**src/rtl/apb_pkg.sv**
```systemverilog
// Shared types and sizing helpers for the APB requester bridge.
package apb_pkg;

  // Bridge sequencing: accept, address phase, access phase, hold response.
  typedef enum logic [1:0] {
    IDLE   = 2'd0,
    SETUP  = 2'd1,
    ACCESS = 2'd2,
    RESP   = 2'd3
  } apb_state_e;

  // Upper address bits that select one of up to four slaves.
  localparam int SLV_IDX_WIDTH = 2;

  // Watchdog counter width; kept at least one bit so a disabled watchdog still elaborates.
  function automatic int tmo_cnt_width(input int timeout);
    int w;
    w = $clog2(timeout + 1);
    return (w < 1) ? 1 : w;
  endfunction

endpackage

```
**src/rtl/apb_slv_decode.sv**
```systemverilog
// Slave index to one-hot PSELx decode, flagging indices with no slave behind them.
module apb_slv_decode
  import apb_pkg::*;
#(
  parameter int SLV_CNT = 4
) (
  input  logic [SLV_IDX_WIDTH-1:0] idx,
  output logic [SLV_CNT-1:0]       sel,
  output logic                     out_of_range
);

  // Walk the populated slaves; anything not matched is a decode error.
  always_comb begin
    sel          = '0;
    out_of_range = 1'b1;
    for (int i = 0; i < SLV_CNT; i++) begin
      if (int'(idx) == i) begin
        sel[i]       = 1'b1;
        out_of_range = 1'b0;
      end
    end
  end

endmodule

```
**src/rtl/apb_master_bridge.sv**
```systemverilog
// APB4 requester: single-transfer valid/ready request port in, held response out,
// with slave decode and an ACCESS-phase watchdog.
module apb_master_bridge
  import apb_pkg::*;
#(
  parameter int DATA_WIDTH     = 32,
  parameter int SLV_ADDR_WIDTH = 8,
  parameter int SLV_CNT        = 4,
  parameter int ADDR_WIDTH     = 10,
  parameter int TIMEOUT        = 16
) (
  input  logic                    PCLK,
  input  logic                    PRESET,
  input  logic                    req_valid,
  output logic                    req_ready,
  input  logic                    req_write,
  input  logic [ADDR_WIDTH-1:0]   req_addr,
  input  logic [DATA_WIDTH-1:0]   req_wdata,
  input  logic [DATA_WIDTH/8-1:0] req_strb,
  output logic                    rsp_valid,
  input  logic                    rsp_ready,
  output logic [DATA_WIDTH-1:0]   rsp_rdata,
  output logic                    rsp_err,
  output logic [ADDR_WIDTH-1:0]   PADDR,
  output logic [SLV_CNT-1:0]      PSELx,
  output logic                    PENABLE,
  output logic                    PWRITE,
  output logic [DATA_WIDTH-1:0]   PWDATA,
  output logic [DATA_WIDTH/8-1:0] PSTRB,
  input  logic                    PREADY,
  input  logic [DATA_WIDTH-1:0]   PRDATA,
  input  logic                    PSLVERROR
);

  localparam int CNT_W = tmo_cnt_width(TIMEOUT);

  apb_state_e state_q, state_d;

  logic [ADDR_WIDTH-1:0]   paddr_q;
  logic                    write_q;
  logic [DATA_WIDTH-1:0]   pwdata_q;
  logic [DATA_WIDTH/8-1:0] pstrb_q;
  logic [SLV_CNT-1:0]      sel_q;
  logic [DATA_WIDTH-1:0]   rsp_rdata_q;
  logic                    rsp_err_q;
  logic [CNT_W-1:0]        wait_cnt_q;

  logic                    dec_oor;
  logic [SLV_CNT-1:0]      dec_sel;
  logic                    accept;
  logic                    load_rsp;
  logic                    rsp_err_d;
  logic [DATA_WIDTH-1:0]   rsp_rdata_d;
  logic                    tmo_hit;
  logic                    in_bus;

  apb_slv_decode #(
    .SLV_CNT (SLV_CNT)
  ) u_decode (
    .idx          (req_addr[ADDR_WIDTH-1:SLV_ADDR_WIDTH]),
    .sel          (dec_sel),
    .out_of_range (dec_oor)
  );

  // Watchdog fires on the ACCESS cycle that would be the TIMEOUT-th without PREADY.
  always_comb begin
    tmo_hit = 1'b0;
    if (TIMEOUT != 0) begin
      tmo_hit = (int'(wait_cnt_q) >= (TIMEOUT - 1));
    end
  end

  // Next state plus the strobes that load request and response registers.
  always_comb begin
    state_d     = state_q;
    accept      = 1'b0;
    load_rsp    = 1'b0;
    rsp_err_d   = 1'b0;
    rsp_rdata_d = '0;
    case (state_q)
      IDLE: begin
        if (req_valid) begin
          accept = 1'b1;
          if (dec_oor) begin
            state_d   = RESP;
            load_rsp  = 1'b1;
            rsp_err_d = 1'b1;
          end else begin
            state_d = SETUP;
          end
        end
      end
      SETUP: begin
        state_d = ACCESS;
      end
      ACCESS: begin
        if (PREADY) begin
          state_d     = RESP;
          load_rsp    = 1'b1;
          rsp_err_d   = PSLVERROR;
          rsp_rdata_d = (write_q || PSLVERROR) ? '0 : PRDATA;
        end else if (tmo_hit) begin
          state_d   = RESP;
          load_rsp  = 1'b1;
          rsp_err_d = 1'b1;
        end
      end
      RESP: begin
        if (rsp_ready) begin
          state_d = IDLE;
        end
      end
      default: begin
        state_d = IDLE;
      end
    endcase
  end

  // State register.
  always_ff @(posedge PCLK) begin
    if (PRESET) begin
      state_q <= IDLE;
    end else begin
      state_q <= state_d;
    end
  end

  // Capture the request for the bus (decode errors leave the bus untouched) and latch the response.
  always_ff @(posedge PCLK) begin
    if (PRESET) begin
      paddr_q     <= '0;
      write_q     <= 1'b0;
      pwdata_q    <= '0;
      pstrb_q     <= '0;
      sel_q       <= '0;
      rsp_rdata_q <= '0;
      rsp_err_q   <= 1'b0;
    end else begin
      if (accept && !dec_oor) begin
        paddr_q  <= req_addr;
        write_q  <= req_write;
        pwdata_q <= req_wdata;
        pstrb_q  <= req_write ? req_strb : '0;
        sel_q    <= dec_sel;
      end
      if (load_rsp) begin
        rsp_rdata_q <= rsp_rdata_d;
        rsp_err_q   <= rsp_err_d;
      end
    end
  end

  // Count ACCESS cycles spent waiting; cleared whenever the access phase ends.
  always_ff @(posedge PCLK) begin
    if (PRESET) begin
      wait_cnt_q <= '0;
    end else if (state_q == ACCESS && state_d == ACCESS) begin
      wait_cnt_q <= wait_cnt_q + CNT_W'(1);
    end else begin
      wait_cnt_q <= '0;
    end
  end

  assign in_bus    = (state_q == SETUP) || (state_q == ACCESS);
  assign req_ready = (state_q == IDLE);
  assign rsp_valid = (state_q == RESP);
  assign rsp_rdata = rsp_rdata_q;
  assign rsp_err   = rsp_err_q;
  assign PADDR     = paddr_q;
  assign PSELx     = in_bus ? sel_q : '0;
  assign PENABLE   = (state_q == ACCESS);
  assign PWRITE    = in_bus & write_q;
  assign PWDATA    = pwdata_q;
  assign PSTRB     = pstrb_q;

endmodule

```
**config.mk**
```make
export PLATFORM = sky130hd
export DESIGN_NAME = apb_master_bridge
export DESIGN_NICKNAME = d
export VERILOG_FILES = /design/src/rtl/apb_pkg.sv /design/src/rtl/apb_slv_decode.sv /design/src/rtl/apb_master_bridge.sv
export SDC_FILE = /design/constraint.sdc
export NUM_CORES = 1
export LEC_CHECK = 0
export CORE_AREA = 2 2 78 80
export DETAILED_ROUTE_END_ITERATION = 12
export DIE_AREA = 0 0 80 82
export DONT_BUFFER_PORTS = 1
export PLACE_DENSITY = 0.88
export SLEW_MARGIN = 0
export SYNTH_ARGS = -nofsm -noshare
export SYNTH_HDL_FRONTEND = slang
export SYNTH_SLANG_ARGS = --single-unit
```
**constraint.sdc**
```tcl
create_clock -name PCLK -period 2.2 [get_ports PCLK]
set_input_delay 0.22 -clock PCLK [delete_from_list [all_inputs] [get_ports PCLK]]
set_output_delay 0.22 -clock PCLK [all_outputs]
set_load 0.05 [all_outputs]
```
# Word level (Yosys, flattened, before mapping)
# Cells that the tools add are included.
# totals
out_inout_bits	87
ff_bits	91
# classes
n_bitwise	2
add_sub_neg	1
n_reduce_logical	8
n_eq_ne	7
order_cmp	1
n_mux	28
# op_table
operator	n
32-bit 2-to-1 mux	3
1-bit 2-to-1 mux	15
2-bit == test, second input constant	5
2-bit 2-to-1 mux	5
4-bit 2-to-1 mux	2
2-bit case mux with 4 select lines	1
5-bit by 1-bit adder with 5-bit output, second input constant	1
5-bit by 4-bit greater-or-equal comparator with 1-bit output, second input constant	1
2-bit by 1-bit == test with 1-bit output, second input constant	2
2-bit logical NOT	2
1-bit case mux with 2 select lines	2
1-bit logical AND	2
1-bit logical OR	2
2-bit OR reduction	1
1-bit AND	1
1-bit logical NOT	1
1-bit inverter	1

# Longest topological paths before layout
# Gate-level depths: netlist (run 1).
# logic_depth
ltp_word	12
depth_mapped	7
ltp_nobuf	6

# By module
# Synthesis (run 1) repeated with hierarchy kept, for this count alone.
# unflattened
hier_cells	353
area_unflattened_um2	3285.7
# modules_own_cells
mod	cells_each	area_per_inst_um2	seq_area_each_um2	instances
apb_master_bridge	347	3248.1	1821.7	1
apb_slv_decode	6	37.5	0.0	1

# Worst setup path before layout (run 1)
# No wires, ideal clock.
# synth_timing
kind	flip-flop to flip-flop
from	register state_q[0]
to	register rsp_rdata_q[11] (netlist: rsp_rdata[11])
setup_ps	70
slack_ps	465
arrival_time_ps	1665
stages_incl_launch_ff	7
path_cell_list	dfxtp_1 inv_1 ha_1 nand2_2 nor4_4 buf_6 o2bb2ai_1
# synth_via
elab_chain_len	2
# synth_lines
element	line	text
from (decl)	apb_master_bridge.sv:37	apb_state_e state_q, state_d;
from (signal assigned)	apb_master_bridge.sv:124	state_q <= state_d;
2-bit == test (*)	--	
named net PENABLE	apb_master_bridge.sv:26	output logic PENABLE,
1-bit case mux with 2 select lines / 32-bit 2-to-1 mux (equally long branches)	apb_master_bridge.sv:80	case (state_q)
to (signal assigned)	apb_master_bridge.sv:147	rsp_rdata_q <= rsp_rdata_d;
to (decl)	apb_master_bridge.sv:44	logic [DATA_WIDTH-1:0] rsp_rdata_q;
# The timed path passes the listed nets; every way through them passes the cells marked *.
# A chain may end at the register's enable or synchronous reset.

# Final worst setup path (run 1)
# layout_timing
from	register state_q[0]
to	register pwdata_q[22] (netlist: PWDATA[22])
# layout_via
elab_chain_len	3
# layout_lines
element	line	text
2-bit logical NOT	apb_master_bridge.sv:80	
1-bit 2-to-1 mux	apb_master_bridge.sv:80	
1-bit logical AND	apb_master_bridge.sv:139	if (accept && !dec_oor) begin
to (signal assigned)	apb_master_bridge.sv:142	pwdata_q <= req_wdata;
to (decl)	apb_master_bridge.sv:41	logic [DATA_WIDTH-1:0] pwdata_q;
# Every way passes these cells.

==> out/qor.csv, run 1 <==
stage;metric;value;unit
finish;commonest non-fill, non-tap cell in the layout;nand2_1;
placement;routability cong.;0.788;
logic_synthesis;asr flop ratio synth;0;%
detailed_routing;drt initial violations;153;
global_routing;global-route wire length before repair;13200;um
power_and_ir_drop;Leak;0.00158;uW
floorplan;Die Height;82;um
sta;Finish-stage setup viols;0;
detailed_routing;antenna-violating nets left;0;
floorplan;I/O pins;172;
flow_run;Max Cap Viol;0;
global_routing;grt ovf;0;
critical_path;critical path peak fanout;51;
cts;clock root cell;clkbuf_8;
sta;worst rel slew slack;62.3;%
finish;Final nets;525;
finish;Antenna Cells;0;
detailed_routing;Vias;2900;
cts;clock slew at reported path FFs;0.09;ns
floorplan;total core area;5750;um^2
floorplan;Die Span X;80;um
logic_synthesis;Cell variety after synth;34;
cts;H-tree depth;3;
floorplan;row count;28;
finish;Area Overhead vs Synth;24.3;%
sta;Slew @ Worst Pin;0.564;ns
logic_synthesis;ys flop type;dfxtp_1;
critical_path;CP Capture Type;register;
sta;Final Skew;0.00849;ns
min_path;Hold WC Path Type;in -> reg;
floorplan;Initial Utilization;60.7;%
finish;proportion of layout cells with a drive suffix above 1;7.52;%
logic_synthesis;cell accounting for the most synthesized area;dfxtp_1;
logic_synthesis;Syn Nets;470;
cts;clk_lat worst skew;0.34;ns
sta;Final Hold Fails;0;
critical_path;CP Launch Type;register;
cts;clock sinks;91;
sta;setup_tns;0;ns
power_and_ir_drop;pwr/cell area;1150;nW/um^2
finish;most frequent cells in the layout;95 x nand2_1, 91 x dfxtp_1, 62 x dlygate4sd3_1;
cts;clk buf depth;2;
power_and_ir_drop;worst IR drop on VDD;821;uV
placement;IO Port Bufs;0;
critical_path;critical path type;reg -> reg;
detailed_routing;WL per Instance;17.3;um
global_routing;largest net degree at the start of global routing;53;
floorplan;die area;6560;um^2
logic_synthesis;syn_area_per_cell;9.20;um^2
logic_synthesis;Post-synth EDFFs;0;
status;result of the run;complete, no violations;
detailed_routing;TritonRoute pass-1 iters;4;
logic_synthesis;Mapped Cells;379;
placement;hpwl dp;5200;um
detailed_routing;Via-to-Cell Ratio;5.64;
logic_synthesis;Yosys top cell area share;52.2;%
sta;FMAX;483;MHz
detailed_routing;DRT Wirelength;8880;um
sta;RSZ-0062 raised after global routing;no;
detailed_routing;drt drc;0;
critical_path;CP required;2.49;ns
cts;CTS tree;built;
sta;fin crit period;2.07;ns
sta;fin. max-slew vios;0;
logic_synthesis;Synth area leaders;dfxtp_1 52%, nand2_1 10%, a21oi_1 7.5%, o2bb2ai_1 7.3%, nand2b_1 5.7%;
critical_path;WP data arrival;2.36;ns
logic_synthesis;Synth Warn #;0;
logic_synthesis;Yosys reg bits;91;
sta;fin crit share;94.1;%
logic_synthesis;sequential area share after synthesis;52.2;%
cts;cts repair resizes;0;
global_routing;Total GRT Usage;26.1;%
cts;total CTS buffers;9;
sta;Min Hold Slack;0.0137;ns
global_routing;vias in the first global route;2873;
global_routing;initial antenna violation count;0;
logic_synthesis;mapped cell area;3490;um^2
registers in the layout (all words and copies together), names as in the netlist:
| signal | flops |
|---|---|
| wait_cnt_q | 5 |
| PADDR | 10 |
| PWDATA | 32 |
| write_q | 1 |
| state_q | 2 |
| rsp_rdata | 32 |
| rsp_err | 1 |
| PSTRB | 4 |
| sel_q | 4 |
final cells by class:
| type | count | area [um^2] |
|---|---|---|
| flip-flops and latches | 91 | 1820 |
| multi-input cells | 257 | 1480 |
| fillers | 364 | 1410 |
| repair buffers | 70 | 718 |
| clock buffers | 10 | 138 |
| well taps | 75 | 93.8 |
| clock inverters | 6 | 65.1 |
| inverters | 5 | 18.8 |
critical path: stages (launching register included):
cell	delay [ns]
dfxtp_1	0.35
inv_1	0.12
ha_1	0.31
and2_1	0.22
buf_12	0.23
nand2_1	0.08
a21oi_1	0.13
dlygate4sd3_1	0.56
logic make-up after synthesis:
family | count (synthesis) | synth area share [%]
compound gates | 92 | 18.1
xor+xnor | 2 | 0.502
simple gates | 157 | 21.7
flops | 91 | 52.2
buf+inv | 31 | 5.31
fa+ha+maj | 6 | 2.15
where the power goes:
part	internal, uW	total [uW]	switching, uW
combinational	427	1190	758
clock	556	1120	566
sequential	1870	2680	813
synth_stat cells (4+ instances only):
cell / instances
buf_2: 10
o2bb2ai_2: 4
inv_1: 5
ha_1: 6
o2bb2ai_1: 29
nand2b_1: 32
buf_6: 7
nand2_1: 95
dfxtp_1: 91
clkbuf_1: 8
nand3_1: 6
and2_1: 6
a21oi_1: 52
nor3_1: 4
final timing paths:
| path | endpoint | slack (ns) | startpoint | cells after the start |
|---|---|---|---|---|
| worst max-delay path | PWDATA[22] | 0.13 | state_q[0] | 7 |
| worst min-delay path | PWDATA[14] | 0.01 | req_wdata[14] | 2 |
| worst max register to register | PWDATA[22] | 0.13 | state_q[0] | 7 |
| worst min register to register | sel_q[1] | 0.45 | sel_q[1] | 2 |
through the flow:
step	cell area, um^2	setup slack (ns)	cells	utilization, %	power [uW]
after floorplan	3490	0.465	379	-	3560
after global placement	3490	0.486	435	60.8	3720
after detailed placement	3490	0.398	435	60.8	3770
after CTS	4290	0.169	509	74.6	4970
after global routing	4340	0.0352	514	75.5	5240
final	4340	0.129	514	75.5	4990
routing by layer:
metal | track usage (%) | routed length [um]
met5 | 0 | 0
met4 | 10.0 | 127
met3 | 11.2 | 1000
met2 | 46.3 | 4530
met1 | 27.6 | 3220
what timing repair did:
action,in CTS,in global routing
endpoints found under the hold margin,80,5
buffers inserted,0,0
endpoints found under the setup margin,0,0
hold buffers,58,5
Power figures use the tool's default switching activity.
==> run 2, diff against run 1 <==
Settings changed: PLACE_DENSITY 0.88 to 0.75.
==> run 2 against run 1 <==
Hold slack worse by 0.0039 ns. Die area unchanged. Clock skew down 0.00065 ns. Count of clock-buffer cells in the layout up 3. Wire length down 0.69%. Critical path type unchanged. Flip-flop and latch count unchanged. Sequential share of layout area down 0.73 points. Largest cell class unchanged. Critical endpoint is now PADDR[6].
==> out/qor.csv, run 2 (synthesized netlist as in run 1, its figures left out) <==
stage;metric;value;unit;change
finish;sequential cell area;1820;um^2;unchanged
power_and_ir_drop;total power;5020;uW;was 4990 uW
critical_path;slowest CP cell;dlygate4sd3_1;;unchanged
placement;IO Port Bufs;0;;unchanged
sta;Slew @ Worst Pin;0.553;ns;was 0.564 ns
global_routing;initial antenna violation count;0;;unchanged
power_and_ir_drop;worst IR drop on VDD;758;uV;was 821 uV
floorplan;Initial Utilization;60.7;%;unchanged
floorplan;die area;6560;um^2;unchanged
sta;Finish-stage setup viols;0;;unchanged
cts;clock sinks;91;;unchanged
sta;setup_tns;0;ns;unchanged
critical_path;r2r endpoint;PADDR[6];;was PWDATA[22]
global_routing;Total GRT Usage;26.0;%;was 26.1%
power_and_ir_drop;pwr/cell area;1140;nW/um^2;was 1150 nW/um^2
critical_path;setup slack, reg-to-reg;0.15;ns;was 0.13 ns
min_path;Hold Path Origin;req_addr[9];;was req_wdata[14]
finish;most frequent cells in the layout;95 x nand2_1, 91 x dfxtp_1, 67 x dlygate4sd3_1;;was 95 x nand2_1, 91 x dfxtp_1, 62 x dlygate4sd3_1
finish;fill count;403;;was 364
detailed_routing;TritonRoute pass-1 iters;4;;unchanged
cts;Post-CTS Repair Setup Buffers;0;;unchanged
critical_path;CP Launch Type;register;;unchanged
global_routing;global-route wire length before repair;13200;um;about the same
floorplan;row count;28;;unchanged
sta;worst rel slew slack;63.1;%;was 62.3%
critical_path;Worst R2R Path Depth;7;;unchanged
sta;fin crit share;93.3;%;was 94.1%
cts;clock root cell;clkbuf_8;;unchanged
critical_path;WP data arrival;2.35;ns;was 2.36 ns
global_routing;grt ovf;0;;unchanged
cts;H-tree depth;3;;unchanged
critical_path;critical path peak fanout;34;;was 51
detailed_routing;drt drc;0;;unchanged
min_path;Hold WC Path Type;in -> reg;;unchanged
sta;RSZ-0062 raised after global routing;no;;unchanged
cts;clk_lat worst skew;0.35;ns;was 0.34 ns
finish;Final Non-Filler Cells;520;;was 514
detailed_routing;Vias;2852;;was 2900
critical_path;Top cell by count, worst path;nand2_1;;
sta;fin. max-slew vios;0;;unchanged
critical_path;CP Capture Type;register;;unchanged
floorplan;I/O pins;172;;unchanged
floorplan;Die Height;82;um;unchanged
critical_path;Critical Path, Cell by Cell;inv_1 > ha_1 > nand2_1 > buf_12 > nand2_1 > a21oi_1 > dlygate4sd3_1;;was inv_1 > ha_1 > and2_1 > buf_12 > nand2_1 > a21oi_1 > dlygate4sd3_1
cts;clock slew at reported path FFs;0.09;ns;about the same
cts;total CTS buffers;9;;unchanged
min_path;Hold Path Sink;sel_q[3];;was PWDATA[14]
status;result of the run;complete, no violations;;unchanged
placement;hpwl dp;5260;um;was 5200 um
global_routing;largest net degree at the start of global routing;53;;unchanged
finish;Final nets;531;;was 525
detailed_routing;antenna-violating nets left;0;;unchanged
critical_path;RR Startpoint;state_q[0];;unchanged
critical_path;critical path type;reg -> reg;;unchanged
placement;routability cong.;0.743;;was 0.788
finish;commonest non-fill, non-tap cell in the layout;nand2_1;;unchanged
power_and_ir_drop;Leak;0.00161;uW;was 0.00158 uW
sta;FMAX;487;MHz;was 483 MHz
global_routing;vias in the first global route;2801;;was 2873
finish;Area Overhead vs Synth;26.5;%;was 24.3%
sta;fin crit period;2.05;ns;was 2.07 ns
detailed_routing;Via-to-Cell Ratio;5.48;;was 5.64
finish;Antenna Cells;0;;unchanged
min_path;Hold Crit Depth;2;;unchanged
flow_run;Max Cap Viol;0;;unchanged
detailed_routing;DRT Wirelength;8820;um;was 8880 um
sta;Final Skew;0.00783;ns;was 0.00849 ns
placement;Inst Count DP;436;;was 435
critical_path;delay of the slowest critical-path stage;0.54;ns;was 0.56 ns
detailed_routing;WL per Instance;17.0;um;was 17.3 um
floorplan;Die Span X;80;um;unchanged
detailed_routing;drt initial violations;186;;was 153
finish;proportion of layout cells with a drive suffix above 1;7.87;%;was 7.52%
sta;Final Hold Fails;0;;unchanged
finish;area taken by multi-input logic gates;1490;um^2;was 1480 um^2
cts;clk buf depth;2;;unchanged
floorplan;total core area;5750;um^2;unchanged
cts;CTS tree;built;;unchanged
critical_path;CP required;2.50;ns;was 2.49 ns
-- run 2: changes by cell type in the layout (fill, tap and decap cells not counted), sizes merged --
cell	delta
buf	+1
dlygate4sd3	+5
bufinv	-1
clkinv	-3
clkbuf	+3
clkinvlp	+1
-- run 2: worst max path at each step --
stage / from / to / depth (start not counted)
3_5_place_dp: wait_cnt_q[0] / rsp_rdata[20] / 7
3_3_place_gp: wait_cnt_q[0] / rsp_rdata[1] / 7
2_1_floorplan: state_q[0] / rsp_rdata[11] / 6
5_1_grt: state_q[0] / PADDR[6] / 7
4_1_cts: state_q[0] / PADDR[6] / 7
6_report: state_q[0] / PADDR[6] / 7
-- run 2: report_power, final --
part	total, uW	switching, uW	leakage, uW	internal [uW]
clock network	1110	572	0.0000977	533
logic	1240	763	0.000769	473
registers	2680	809	0.000741	1870
total	5020	2140	0.00161	2870
-- run 2: per-stage QoR --
stage                     worst slack [ns]  hold WS (ns)  cell area, um^2  util [%]
after floorplan                      0.465         0.328             3490         -
after global placement               0.181         0.299             3500      60.9
after detailed placement            0.0879         0.303             3500      60.9
after CTS                           0.0431      0.000104             4390      76.4
after global routing                0.0198      0.000869             4410      76.8
final                                0.148       0.00987             4410      76.8
-- run 2: routing by layer --
layer / part of all wire, % / vias up / track usage [%]
met4: 1.8 / 0 / 10.2
met3: 8.8 / 19 / 9.12
met5: 0 / - / 0
met2: 50 / 133 / 44.8
li1: - / 1391 / -
met1: 39 / 1309 / 29.8
-- run 2: worst max-delay path: cells and delay by family, from the launching register on --
family                   cells  cell delay [ns]
AO/OA/AOI/OAI                1             0.15
buffers and inverters        3             0.84
adder cells (fa/ha/maj)      1             0.31
AND/OR/NAND/NOR              2             0.28
flip-flops                   1             0.39
-- run 2: what timing repair did --
action | 4_1_cts | 5_1_grt
hold buffers | 68 | 0
endpoints found under the hold margin | 83 | 0
gates resized for setup | 0 | 5
endpoints found under the setup margin | 0 | 20
-- run 2: cell type report --
cell class | count | area share [%]
repair buffers | 76 | 17.9
clock inverters | 3 | 0.454
multi-input cells | 257 | 33.8
inverters | 5 | 0.425
clock buffers | 13 | 4.06
well taps | 75 | 2.13
flip-flops and latches | 91 | 41.3
==> run 3, diff against run 2 <==
Settings changed: REMOVE_ABC_BUFFERS from default to 1.
==> run 3 against run 2 <==
Clock power about the same. Die area unchanged. Total power is 1.1% lower. Critical path depth is 4 lower. First-iteration DRC count down 31%. Cell area shrank 0.40%. Core utilization is 0.30 points lower. Non-clock buffer count up 2. Maximum frequency up 6.0%. Sequential share of layout area increased by 0.16 points.
==> out/qor.csv, run 3 (synthesized netlist as in run 1, its figures left out) <==
stage;metric;value;unit;change
cts;H-tree depth;3;;unchanged
detailed_routing;TritonRoute pass-1 iters;4;;unchanged
detailed_routing;Vias;2904;;was 2852
finish;commonest non-fill, non-tap cell in the layout;nand2_1;;unchanged
placement;pre-CTS WS;0.0730;ns;was 0.0879 ns
critical_path;CP delay by family, top;simple AND/OR/NAND/NOR gates;;was buffers and inverters
critical_path;CP Launch Type;register;;unchanged
critical_path;Critical Path, Cell by Cell;inv_1 > ha_1 > and2_1;;was inv_1 > ha_1 > nand2_1 > buf_12 > nand2_1 > a21oi_1 > dlygate4sd3_1
finish;Antenna Cells;0;;unchanged
power_and_ir_drop;worst IR drop on VDD;1360;uV;was 758 uV
global_routing;vias in the first global route;2836;;was 2801
finish;fill count;405;;was 403
global_routing;Total GRT Usage;27.0;%;was 26.0%
critical_path;Worst R2R Path Depth;7;;unchanged
global_routing;largest net degree at the start of global routing;53;;unchanged
floorplan;Die Span X;80;um;unchanged
sta;fin crit share;88.0;%;was 93.3%
detailed_routing;Via-to-Cell Ratio;5.56;;was 5.48
sta;Slew @ Worst Pin;0.923;ns;was 0.553 ns
sta;RSZ-0062 raised after global routing;no;;unchanged
finish;proportion of layout cells with a drive suffix above 1;6.94;%;was 7.87%
finish;sequential cell area;1820;um^2;unchanged
placement;IO Port Bufs;0;;unchanged
detailed_routing;antenna-violating nets left;0;;unchanged
critical_path;WP data arrival;1.72;ns;was 2.35 ns
status;result of the run;complete, no violations;;unchanged
finish;area taken by multi-input logic gates;1490;um^2;about the same
power_and_ir_drop;pwr/cell area;1130;nW/um^2;was 1140 nW/um^2
detailed_routing;DRT Wirelength;8960;um;was 8820 um
critical_path;CP Capture Type;output port;;was register
floorplan;I/O pins;172;;unchanged
flow_run;Max Cap Viol;0;;unchanged
min_path;Hold Crit Depth;2;;unchanged
floorplan;row count;28;;unchanged
placement;hpwl dp;5040;um;was 5260 um
floorplan;Die Height;82;um;unchanged
global_routing;grt ovf;0;;unchanged
cts;Post-CTS Repair Setup Buffers;0;;unchanged
critical_path;delay of the slowest critical-path stage;0.48;ns;was 0.54 ns
power_and_ir_drop;Leak;0.00159;uW;was 0.00161 uW
sta;Final Skew;0.0111;ns;was 0.00783 ns
detailed_routing;WL per Instance;17.2;um;was 17.0 um
sta;FMAX;517;MHz;was 487 MHz
floorplan;total core area;5750;um^2;unchanged
cts;clk_lat worst skew;0.35;ns;about the same
critical_path;slowest CP cell;and2_1;;was dlygate4sd3_1
finish;most frequent cells in the layout;95 x nand2_1, 91 x dfxtp_1, 71 x dlygate4sd3_1;;was 95 x nand2_1, 91 x dfxtp_1, 67 x dlygate4sd3_1
sta;setup slack after layout;0.264;ns;was 0.148 ns
detailed_routing;drt initial violations;129;;was 186
cts;CTS tree;built;;unchanged
sta;Finish-stage setup viols;0;;unchanged
cts;clk buf depth;2;;unchanged
critical_path;CP Buf/Inv Count;1;;was 3
sta;Final Hold Fails;0;;unchanged
placement;routability cong.;0.770;;was 0.743
cts;clock slew at reported path FFs;0.08;ns;was 0.09 ns
sta;fin crit period;1.94;ns;was 2.05 ns
min_path;Hold WC Path Type;in -> reg;;unchanged
sta;fin. max-slew vios;0;;unchanged
critical_path;CP required;1.98;ns;was 2.50 ns
cts;clock sinks;91;;unchanged
finish;Final nets;533;;was 531
cts;total CTS buffers;9;;unchanged
critical_path;critical path type;reg -> out;;was reg -> reg
global_routing;initial antenna violation count;0;;unchanged
finish;Area Overhead vs Synth;26.0;%;was 26.5%
floorplan;die area;6560;um^2;unchanged
global_routing;global-route wire length before repair;13500;um;was 13200 um
critical_path;critical path peak fanout;5;;was 34
floorplan;Initial Utilization;60.7;%;unchanged
detailed_routing;drt drc;0;;unchanged
cts;clock root cell;clkbuf_8;;unchanged
finish;final core occ;76.5;%;was 76.8%
sta;worst rel slew slack;38.5;%;was 63.1%
critical_path;Stages on worst setup path;3;;was 7
[run 3: per-stage QoR]
stage	instance area, um^2	std cells	hold slack (ns)	setup TNS (ns)	total power [uW]
6_report	4390	522	0.0159	0	4960
5_1_grt	4390	522	0.00900	0	5190
4_1_cts	4390	522	0.00162	0	4940
3_5_place_dp	3460	434	0.295	0	3720
3_3_place_gp	3460	434	0.295	0	3680
2_1_floorplan	3320	353	0.289	-6.85	3430
[run 3: report_power, final]
part	switching, uW	internal (uW)
clock network	569	556
registers	814	1870
logic	764	395
[run 3: worst paths after layout]
kind                            slack [ns]           from      endpoint
worst max-delay path                  0.26     state_q[0]      PSELx[2]
worst min-delay path                  0.02  req_wdata[31]    PWDATA[31]
worst max register to register        0.27  wait_cnt_q[0]  rsp_rdata[1]
worst min register to register        0.46       sel_q[1]      sel_q[1]
[run 3: final cells by class]
type | count | area share (%)
clock buffer | 12 | 3.30
clock inverter | 4 | 1.14
inverter | 5 | 0.427
multi-input combinational | 257 | 33.9
sequential | 91 | 41.5
tap | 75 | 2.14
timing repair buffer | 78 | 17.7
[run 3: worst register-to-register path, stage by stage (launching register included)]
cell	delay (ns)
dfxtp_1	0.40
ha_1	0.21
and3_1	0.16
ha_1	0.15
nor3_2	0.07
a21boi_4	0.38
buf_4	0.33
o2bb2ai_1	0.12
[run 3: layer usage]
metal	wire length (um)	up-vias	track usage (%)	part of all wire, %
met5	0	-	0	0
met4	227	0	11.5	2.5
met3	690	22	8.57	7.7
met2	4770	123	48.8	53
met1	3270	1366	29.1	36
li1	-	1393	-	-
[run 3: what timing repair did]
action                                  CTS  global route
resized for setup                         0             1
endpoints found under the setup margin    0            21
hold buffers                             72             0
endpoints found under the hold margin    84             0
